`src/rtl/ca_code_sequencer.sv`:
```
// Tracking-channel sequencer for one CA code generator: PRN load, fast seek to the
// initial code phase, chip-rate tracking with advance/retard slew, phase and epoch report.
module ca_code_sequencer #(
    parameter int unsigned CODE_LEN = 1023,
    parameter int unsigned PHASE_W  = 10
) (
    input  logic               clock,
    input  logic               reset,
    input  logic               start,
    input  logic               stop,
    input  logic [4:0]         prn,
    input  logic [PHASE_W-1:0] init_phase,
    input  logic               chip_tick,
    input  logic               slew_req,
    input  logic               slew_dir,
    input  logic [PHASE_W-1:0] slew_amt,
    output logic               slew_ack,
    output logic               slew_busy,
    output logic               gen_reset,
    output logic               gen_advance,
    output logic [4:0]         gen_prn,
    output logic [PHASE_W-1:0] code_phase,
    output logic               epoch,
    output logic [1:0]         state
);

    localparam logic [PHASE_W-1:0] LAST_PHASE = PHASE_W'(CODE_LEN - 1);
    localparam logic [PHASE_W-1:0] LEN_PHASE  = PHASE_W'(CODE_LEN);
    localparam logic [PHASE_W-1:0] ONE        = PHASE_W'(1);

    typedef enum logic [1:0] {
        IDLE  = 2'd0,
        LOAD  = 2'd1,
        SEEK  = 2'd2,
        TRACK = 2'd3
    } state_t;

    state_t             st, st_nx;
    logic [PHASE_W-1:0] target, target_nx;
    logic [PHASE_W-1:0] seek_cnt, seek_cnt_nx;
    logic [PHASE_W-1:0] slew_cnt, slew_cnt_nx;
    logic [PHASE_W-1:0] code_phase_nx;
    logic               slew_adv, slew_adv_nx;
    logic               gen_advance_nx;
    logic               slew_ack_nx;
    logic [4:0]         gen_prn_nx;

    assign state = st;
    assign epoch = gen_advance & (code_phase == LAST_PHASE);

    always_ff @(posedge clock) begin
        if (reset) begin
            st          <= IDLE;
            target      <= '0;
            seek_cnt    <= '0;
            slew_cnt    <= '0;
            slew_adv    <= 1'b0;
            code_phase  <= '0;
            gen_reset   <= 1'b1;
            gen_advance <= 1'b0;
            gen_prn     <= 5'd1;
            slew_ack    <= 1'b0;
            slew_busy   <= 1'b0;
        end else begin
            st          <= st_nx;
            target      <= target_nx;
            seek_cnt    <= seek_cnt_nx;
            slew_cnt    <= slew_cnt_nx;
            slew_adv    <= slew_adv_nx;
            code_phase  <= code_phase_nx;
            gen_reset   <= (st_nx == IDLE) || (st_nx == LOAD);
            gen_advance <= gen_advance_nx;
            gen_prn     <= gen_prn_nx;
            slew_ack    <= slew_ack_nx;
            slew_busy   <= (slew_cnt_nx != '0);
        end
    end

    always_comb begin
        st_nx          = st;
        target_nx      = target;
        seek_cnt_nx    = seek_cnt;
        slew_cnt_nx    = slew_cnt;
        slew_adv_nx    = slew_adv;
        gen_advance_nx = 1'b0;
        slew_ack_nx    = 1'b0;
        gen_prn_nx     = gen_prn;
        code_phase_nx  = code_phase;
        if (gen_advance) begin
            code_phase_nx = (code_phase == LAST_PHASE) ? '0 : code_phase + ONE;
        end

        if (stop) begin
            st_nx       = IDLE;
            slew_cnt_nx = '0;
        end else if (start) begin
            st_nx         = LOAD;
            gen_prn_nx    = prn;
            target_nx     = (init_phase >= LEN_PHASE) ? '0 : init_phase;
            slew_cnt_nx   = '0;
            code_phase_nx = '0;
        end else begin
            case (st)
                IDLE: ;
                LOAD: begin
                    if (target != '0) begin
                        st_nx          = SEEK;
                        seek_cnt_nx    = target;
                        gen_advance_nx = 1'b1;
                    end else begin
                        st_nx = TRACK;
                    end
                end
                SEEK: begin
                    seek_cnt_nx = seek_cnt - ONE;
                    if (seek_cnt == ONE) begin
                        st_nx = TRACK;
                    end else begin
                        gen_advance_nx = 1'b1;
                    end
                end
                TRACK: begin
                    // Advance slew fills every non-tick cycle; retard slew eats ticks
                    if (slew_cnt != '0) begin
                        if (slew_adv) begin
                            gen_advance_nx = 1'b1;
                            if (!chip_tick) slew_cnt_nx = slew_cnt - ONE;
                        end else if (chip_tick) begin
                            slew_cnt_nx = slew_cnt - ONE;
                        end
                    end else begin
                        gen_advance_nx = chip_tick;
                        if (slew_req) begin
                            slew_ack_nx = 1'b1;
                            slew_cnt_nx = slew_amt;
                            slew_adv_nx = slew_dir;
                        end
                    end
                end
                default: st_nx = IDLE;
            endcase
        end
    end

endmodule

```
`config.mk`:
```
export PLATFORM = sky130hd
export DESIGN_NAME = ca_code_sequencer
export DESIGN_NICKNAME = d
export VERILOG_FILES = /design/src/rtl/ca_code_sequencer.sv
export SDC_FILE = /design/constraint.sdc
export NUM_CORES = 1
export LEC_CHECK = 0
export CAP_MARGIN = 20
export CORE_UTILIZATION = 55
export CTS_BUF_LIST = sky130_fd_sc_hd__clkbuf_16
export DETAILED_ROUTE_END_ITERATION = 16
export HOLD_SLACK_MARGIN = 0.03
export PLACE_DENSITY = 0.95
export SYNTH_ARGS = -nofsm -noshare
export SYNTH_HDL_FRONTEND = slang
export SYNTH_SLANG_ARGS = --single-unit
```
`constraint.sdc`:
```
create_clock -name clock -period 4.84 [get_ports clock]
set_clock_uncertainty 0.15 [all_clocks]
set_input_delay 1.21 -clock clock [delete_from_list [all_inputs] [get_ports clock]]
set_output_delay 1.21 -clock clock [all_outputs]
set_load 0.02 [all_outputs]
```
* Word level (Yosys, flattened, before mapping)
Cells that the tools add are included.
Cells by class: reduce and logical (&&, ||, !) cells 11, multiplexer cells 26, magnitude comparators 1, equal/unequal tests 7, bitwise logic cells 5, add/subtract/negate cells 3
Operators with widths (number):
- 2-to-1 mux 10 bit | 14
- nonzero test 10 bit | 3
- one-hot mux 10 bit (2 select lines) | 1
- subtractor 10 x 1 -> 10 bit (second input constant) | 2
- adder 10 x 1 -> 10 bit (second input constant) | 1
- == test 10 x 1 -> 1 bit (second input constant) | 1
- == test 10 bit (second input constant) | 1
- greater-or-equal comparator 10 bit (second input constant) | 1
- 2-to-1 mux 1 bit | 6
- 2-to-1 mux 2 bit | 3
- AND reduction 5 bit | 1
- OR reduction 5 bit | 1
- == test 2 x 1 -> 1 bit (second input constant) | 2
- == test 2 bit (second input constant) | 2
- inverter 1 bit | 4
- one-hot mux 2 bit (2 select lines) | 1
- AND reduction 4 bit | 1
- one-hot mux 1 bit (3 select lines) | 1
- OR reduction 3 bit | 1
- logical NOT 2 bit | 1
- inequality test 2 bit (second input constant) | 1
- AND reduction 2 bit | 1
- nonzero test 2 bit | 1
- AND 1 bit | 1
- logical OR 1 bit | 1
Word-level totals: flip-flop bits (word level) 52, bits of input ports 32, logic and storage cells 64, output and inout port bits 22

* Logic depth before layout (Yosys ltp)
Gate-level depths: netlist of run 1.
depth after elaboration 8, mapped depth 8, gate-level depth less buffers 8

* Least setup slack after synthesis of run 1
No wires, ideal clock.
path type input to register, start in chip_tick, end reg slew_busy, slack 2035 ps, data required time 4560 ps, cell stages on the path 6, arrival 2525 ps, path buffers 0, cells stage by stage xor2_1 > nand3_1 > or4_2 > o22ai_1 > and4bb_1 > a31oi_1
On the way: word-level cells in the longest chain between the ends 7, elaborated cells between the ends (all ways) 8, those cells by class 7 x mux; 1 x reduce/logical
Ends and longest elaborated chain:
- start: declaration | RTL line 13 | input logic chip_tick,
- 2-to-1 mux 10 bit (on tied branches) | RTL line 128, 127
- 2-to-1 mux 10 bit (*) | RTL line 125 | if (slew_adv) begin
- 2-to-1 mux 10 bit (*) | RTL line 124 | if (slew_cnt != '0) begin
- 2-to-1 mux 10 bit (*) | RTL line 103 | case (st)
- 2-to-1 mux 10 bit (*) | RTL line 96 | end else if (start) begin
- 2-to-1 mux 10 bit (*) | RTL line 93 | if (stop) begin
- nonzero test 10 bit (*) | RTL line 75 | slew_busy <= (slew_cnt_nx != '0);
- end signal: assignment | RTL line 75
- end: declaration | RTL line 18 | output logic slew_busy,
Mark *: on every way between the ends. The rest lies on a longest branch, timed or not. A chain may end at the register's enable or synchronous reset.

==> results of run 1 <==
-- sequential cells by signal, indices dropped and copies added, names as in the netlist --
signal and count:
slew_busy 1, gen_reset 1, seek_cnt 10, code_phase 10
gen_prn 5, slew_ack 1, slew_cnt 10, gen_advance 1
slew_adv 1, state 2, target 10
-- power by group through the flow --
stage | Clock, mW | Sequential [mW] | Combinational (mW)
after global routing | 0.406 | 0.444 | 0.0956
after global placement | 0 | 0.452 | 0.0825
after CTS | 0.384 | 0.443 | 0.0880
after detailed placement | 0 | 0.452 | 0.0856
final | 0.386 | 0.444 | 0.0893
after floorplan | 0 | 0.454 | 0.0411
-- worst min path at each step --
stage                                     to  slack [ns]  cells after the start
CTS                 seek_cnt[1]$_SDFFE_PP0P_        0.34                      2
floorplan           seek_cnt[1]$_SDFFE_PP0P_        0.30                      2
detailed placement  seek_cnt[1]$_SDFFE_PP0P_        0.32                      2
finish              seek_cnt[1]$_SDFFE_PP0P_        0.34                      2
global route        seek_cnt[1]$_SDFFE_PP0P_        0.36                      2
global placement    seek_cnt[1]$_SDFFE_PP0P_        0.31                      2
-- cell usage in the layout (no fill, tap or decap), drive strengths merged, types with 4 or more instances in the layout --
cell type      instances
clkdlybuf4s50         53
ha                     9
a31oi                  4
nor2                  38
nor2b                  7
nand3                 12
xor2                   7
dfxtp                 52
nand4                  7
nor3                  13
a22o                  11
a211oi                 5
a22oi                  4
nor4                   8
clkbuf                 5
o21ai                 13
inv                   14
mux2i                 13
nand2                 22
a21oi                 14
or3                    5
o22ai                  5
or4                    5
-- Yosys cell counts, types with 4 or more instances --
cell type,instances
nor3_1,12
o21ai_0,12
a211oi_1,5
nand2_1,22
inv_1,14
o22ai_1,5
nand3_1,12
nand4_1,7
nor2_1,38
ha_1,9
xor2_1,7
nor4_1,8
clkbuf_1,8
a22o_1,11
mux2i_1,13
a31oi_1,4
or3_1,4
a21oi_1,14
dfxtp_1,52
nor2b_1,7
-- final cells by class --
class                           instances  area (sq um)  area share [%]
Multi-Input combinational cell        238          1538           45.17
Sequential cell                        52          1041           30.58
Timing Repair Buffer                   53         530.5           15.58
Clock buffer                            5         125.1           3.675
Tap cell                               67         83.83           2.462
Inverter                               15         56.30           1.654
Clock inverter                          1         30.03          0.8820
-- cell families after synthesis --
kind of cell    synth area share [%]
compound gates                 18.19
simple gates                   25.84
fa+ha+maj                      4.146
xor+xnor                       3.225
flops                          38.32
mux                            5.205
buf+inv                        5.066
-- through the flow --
stage,hold WS [ns],worst slack [ns],total power [mW],instances
after global placement,0.3089,1.260,0.5349,425
after CTS,0.3448,1.447,0.9154,431
after global routing,0.3632,1.238,0.9456,431
after floorplan,0.2950,2.035,0.4952,320
after detailed placement,0.3241,1.187,0.5381,425
final,0.3417,1.386,0.9190,431
-- metal layers --
| metal | up-vias | wire, microns |
|---|---|---|
| met4 | 0 | 142 |
| met2 | 145 | 3527 |
| met1 | 1261 | 2984 |
| met5 | - | 0 |
| met3 | 21 | 581 |
| li1 | 1264 | - |
-- critical path: stages --
cell	delay [ns]
clkdlybuf4s50_1	0.85
nor2_1	0.82
o21ai_1	0.42
nor2_1	0.21
==> run summary, run 1 <==
The capture instance of the worst register-to-register path is slew_busy$_SDFF_PP0_. The internal power component is 719.6 uW. The biggest area contributor in the post-synthesis netlist is dfxtp_1. The mapped netlist covers 2716 sq um. Tracing the worst setup path back leads to its startpoint at reset.

The final hold violation count came out at 0. In this run the static leakage power is 1.228 nW. The worst setup path is launched from an input pin.

The number of maximum-capacitance constraint violations is 0. Among all flip-flop cells after synthesis, the most frequent one is dfxtp_1. The count of synthesis-stage warnings from yosys came out at 0. The number of pins with negative max-slew slack in the final report came to 0. The global-route wire length before repair is 12010 microns.

The met3 demand-to-capacity share in global routing came out at 6.528%. The number of filler cells placed in the layout came out at 310. Of the available clock period, the critical path in the final layout requires 71.37%. The clock period minus worst slack came out at 3.454 ns. The share of Yosys cell area claimed by the top area cell type came out at 38.32%. The unique cell type count in the Yosys netlist came out at 60. Global routing consumed, on the met2 layer, 49.53% of the routing resources.

In the synthesized netlist, the number of instances is 320. The combinational share of power came out at 9.7%. The quantity of I/O buffers inserted on ports is 53. The total iterations of the first detailed-routing run came out at 5. Of the synthesized area, sequential elements account for 38.32%. The number of vias after detailed routing is 2691. The post-synthesis net count is 361.

Setup repair after global routing left no endpoint under its margin. The total non-filler cell area in the finished layout is 3405 sq um. The end-of-flow core utilization came out at 72.08%. The pin slew with the least headroom to its limit is 1.040 ns.

The required time of the critical path came out at 4.91 ns. The headroom to the max-slew limit is 30.50%. In this run the most critical hold path is launched from seek_cnt[1]$_SDFFE_PP0P_. Setup violations remaining at the end of the flow were counted as 0.

The initialized floorplan defines 25 standard-cell rows. The x dimension of the die is 72.28 microns. The area inside the core boundary came out at 4723 sq um. The fraction of layout cells with a size suffix above 1 came out at 3.846%. In the post-synthesis netlist, the biggest area contributors are dfxtp_1 38%, nor2_1 5.3%, mux2i_1 4.8%. Entering global routing, the biggest net connects 23 pins. The routed wire length is 7236 microns. The post-CTS setup-driven buffer insertion count came out at 0. After clock tree synthesis, the clock-pin slew on the worst setup and hold paths is 0.07 ns.

At the end of routability-driven placement, the weighted congestion stood at 0.9247. The fmax is 289.5 MHz. The number of vias per cell after detailed routing is 6.244. The flow ran to the end, and the final reports show no timing, DRC or antenna violations. The number of synthesized flops with an enable pin is 0. The endpoint kind of the worst setup timing path is a register.

The number of hold buffers added after CTS came out at 0. In this run the worst hold path is classified as register to register. The most congested layer reported by global routing is met2. The areal power density over the cells is 269.9 nW/um^2. The depth of the CTS H-tree came out at 2.

The total placed instance area came out at 3249 sq um. After routing, the total negative slack on setup checks comes to 0 ns. The worst voltage drop across the vdd grid came out at 265.7 uV. In this run the vertical extent of the chip is 72.28 microns. The data arrival time of the critical path is 3.52 ns. The DRC marker count from the first detailed-route iteration came out at 207.

The top-level I/O count is 54. The final routed DRC violation total is 0. The number of sinks driven by the clock tree came out at 52. The number of buffers on the longest clock path came out at 2. The part of the power in registers is 48.3%. The detail route stage leaves a number of antenna-violating nets equal to 0. The worst register-to-register path begins at state[0]$_SDFF_PP0_. TritonCTS created 5 clock buffers.

The count of antenna diodes in the layout is 0. The number of global-route vias before repair came out at 2624. The clock insertion delay at the later pin of the skew report is 0.29 ns. The worst setup path is of the input pin to register kind. Summed over all nets, the switching power comes to 199.3 uW. The average wire per standard cell came out at 16.79 microns. The number of synthesized register bits came out at 52. The floorplan step defined a die boundary enclosing 5224 sq um. The final net count came out at 406. Compared with the post-synthesis result, the final layout area differs by 25.33%. The total half-perimeter wirelength after legalization and detailed placement is 4883 microns. In this run the register-to-register setup slack is 2.10 ns. The tree is rooted in a clkbuf_16.

The share of async-settable or async-resettable flops after synthesis is 0%. The mean area per synthesized cell came out at 8.489 sq um. The routing usage on met1 came out at 36.14%.

The overall overflow remaining after global route came out at 0. The clock network burns 42.0% of the power. In this run the worst path has a maximum fanout of 22. The total track usage is 29.16%. The initial utilization of the core area, before any placement, comes to 57.51%.

The end point of the critical path is code_phase[7]$_SDFF_PP0_. Net switching is 21.69% of the power. The length in cells of the worst reg-to-reg path came out at 7. The number of resized instances in the post-cts repair step is 0.

The initial antenna violation count came out at 0. TritonCTS built the clock tree.
Note: power is estimated with default switching activity, not from simulation.
==> inputs of run 2 (changes only) <==
- CORE_UTILIZATION: 55 -> 51
- PLACE_DENSITY: 0.95 -> 0.9
- clock period: 4.84 -> 3.3 ns (I/O delays scaled with it)
==> run summary, run 2 (synthesis results as in run 1) <==
The later pin in the worst-skew pair is clocked with a latency of 0.29 ns. The number of pins with negative max-slew slack in the final report came to 0. Signal routing reaches up to met4.

The area added between synthesis and finish came out at 26.35%. In this run, placement finished with an instance count of 434. The run finished with clean final reports. The number of vias after detailed routing came out at 2623. The total half-perimeter wirelength after legalization and detailed placement is 4947 microns. The count of placed standard cells in the final layout, fillers left out came out at 441. The most common library cell in the layout ignoring fill and taps is clkdlybuf4s50_1. In this run the power spent charging and discharging nets is 283.6 uW.

The length in cells of the worst reg-to-reg path came out at 7. The power after layout came out at 1.266 mW. The top-level I/O count came out at 54. The number of buffers on the longest clock path came out at 2. The count of cells along the worst hold path came out at 2. The share of total power dissipated in the clock network is 38.2%. The worst voltage drop across the vdd grid came out at 240.7 uV. Wires add up to 6836 microns. After detailed routing, the average wire length per cell comes to 15.50 microns. The placement-stage worst setup slack is 0.2061 ns. The switching fraction of total power is 22.41%. The final routed DRC violation total is 0.

The area inside the core boundary is 5107 sq um. The vertical die dimension is 74.98 microns. Global routing finished with a remaining overflow of 0. The number of filler cells placed in the layout came out at 405. The area of the die came out at 5622 sq um.

The quantity of I/O buffers inserted on ports came out at 53. The total negative slack for setup checks is 0 ns. The TritonCTS buffer count came out at 5. The end-of-flow core utilization is 67.20%. With fillers left out, the area of the finished cells amounts to 3432 sq um. The length of routed met3 wiring came out at 436 microns.

Per report_power, the combinational group accounts for 10.3% of the total. The number of sinks driven by the clock tree is 52. The period utilization is 89.72%. The routed length on met2 is 3352 microns. STA classifies the critical path startpoint as a register.

The post-route worst hold slack came out at 0.3574 ns. The congestion estimate from routability-driven global placement came to 0.9092. The data arrival time of the critical path came out at 1.99 ns. The repair_antennas step left the layout with diodes totalling 0. The number of global-route vias before repair is 2495. The DRC marker count from the first detailed-route iteration is 225. The floorplan has 26 rows. The pin slew with the least headroom to its limit is 0.7770 ns.

The clock input transition at the sequential cells of the worst setup and hold paths is 0.06 ns. The path category of the worst min-delay check is register to register. The routed length on met1 is 2971 microns. Once detail routing completed, the nets flagged for antenna violations numbered 0. Along the worst path, the maximum fanout reaches 5. The H-tree was split into 2 levels. The initial antenna violation count came out at 0. For the worst setup path, the data required time is 2.32 ns.

Setup repair after global routing left no endpoint under its margin. Subtracting the final worst setup slack from the clock period gives 2.961 ns. The final net count is 412. The fmax is 337.8 MHz.

The total track usage is 26.78%. The total setup violations reported at the end of the flow is 0. The cell chosen for the clock root is clkbuf_16. The x dimension of the die came out at 74.98 microns. The total iterations of the first detailed-routing run came out at 4. The headroom to the max-slew limit is 48.01%. The cell leakage power is 1.254 nW. The initial cell density of the core came out at 53.18%. The global-route wire length before repair came out at 11410 microns. STA classifies the critical path endpoint as an output pin.

The worst setup path is of the register to output pin kind. TritonCTS built the clock tree. The area taken by multi-input logic gates came out at 1538 sq um. The number of gates resized after CTS was 0.

In this run, flip-flops and latches consume 51.4% of the power. The post-layout worst setup margin came out at 0.3394 ns. The final hold violation count was 0.

The internal power of the cells totals 982.3 uW. The fraction of layout cells with a size suffix above 1 is 5.391%. The areal power density over the cells is 368.9 nW/um^2.

The number of maximum-capacitance constraint violations came out at 0. The post-CTS setup-driven buffer insertion count is 0. The total placed instance area is 3298 sq um. The top cell types in the final layout, fill and taps aside, are 53 x clkdlybuf4s50_1, 52 x dfxtp_1, 38 x nor2_1, 22 x nand2_1, 15 x inv_1. The number of vias per cell after detailed routing is 5.948. Entering global routing, the biggest net connects 21 pins. The number of hold buffers added after CTS came out at 0. Registers take 1041 sq um.
==> run 2: final timing paths <==
kind / end / startpoint / slack [ns]
min reg2reg: gen_prn[3]$_SDFFE_PP0P_ / gen_prn[3]$_SDFFE_PP0P_ / 0.36
max: epoch / code_phase[4]$_SDFF_PP0_ / 0.34
min: gen_prn[3]$_SDFFE_PP0P_ / gen_prn[3]$_SDFFE_PP0P_ / 0.36
max reg2reg: slew_busy$_SDFF_PP0_ / state[0]$_SDFF_PP0_ / 0.49
==> run 2: worst max-delay path: stages, from the launching register on <==
cell             delay (ns)
dfxtp_1                0.41
and3_1                 0.24
and3_1                 0.20
nand3_1                0.13
nor2_1                 0.11
clkdlybuf4s50_1        0.61
==> run 2: cell type report <==
cell class	count	area share, %
multi-input combinational	238	44.80
sequential	52	30.33
timing repair buffer	59	16.77
clock buffer	5	3.646
tap	70	2.552
inverter	15	1.641
clock inverter	2	0.2552
==> run 2: power groups by stage <==
| stage | Clock [mW] | Combinational [mW] | Sequential [mW] |
|---|---|---|---|
| floorplan | 0 | 0.0602 | 0.666 |
| global placement | 0 | 0.126 | 0.663 |
| detailed placement | 0 | 0.130 | 0.664 |
| CTS | 0.492 | 0.132 | 0.651 |
| global route | 0.518 | 0.142 | 0.652 |
| finish | 0.484 | 0.131 | 0.651 |
==> run 2: layer usage <==
metal,global-route usage [%],vias up
met3,6.024,9
met2,45.55,96
li1,-,1277
met5,0,-
met4,8.386,0
met1,33.84,1241
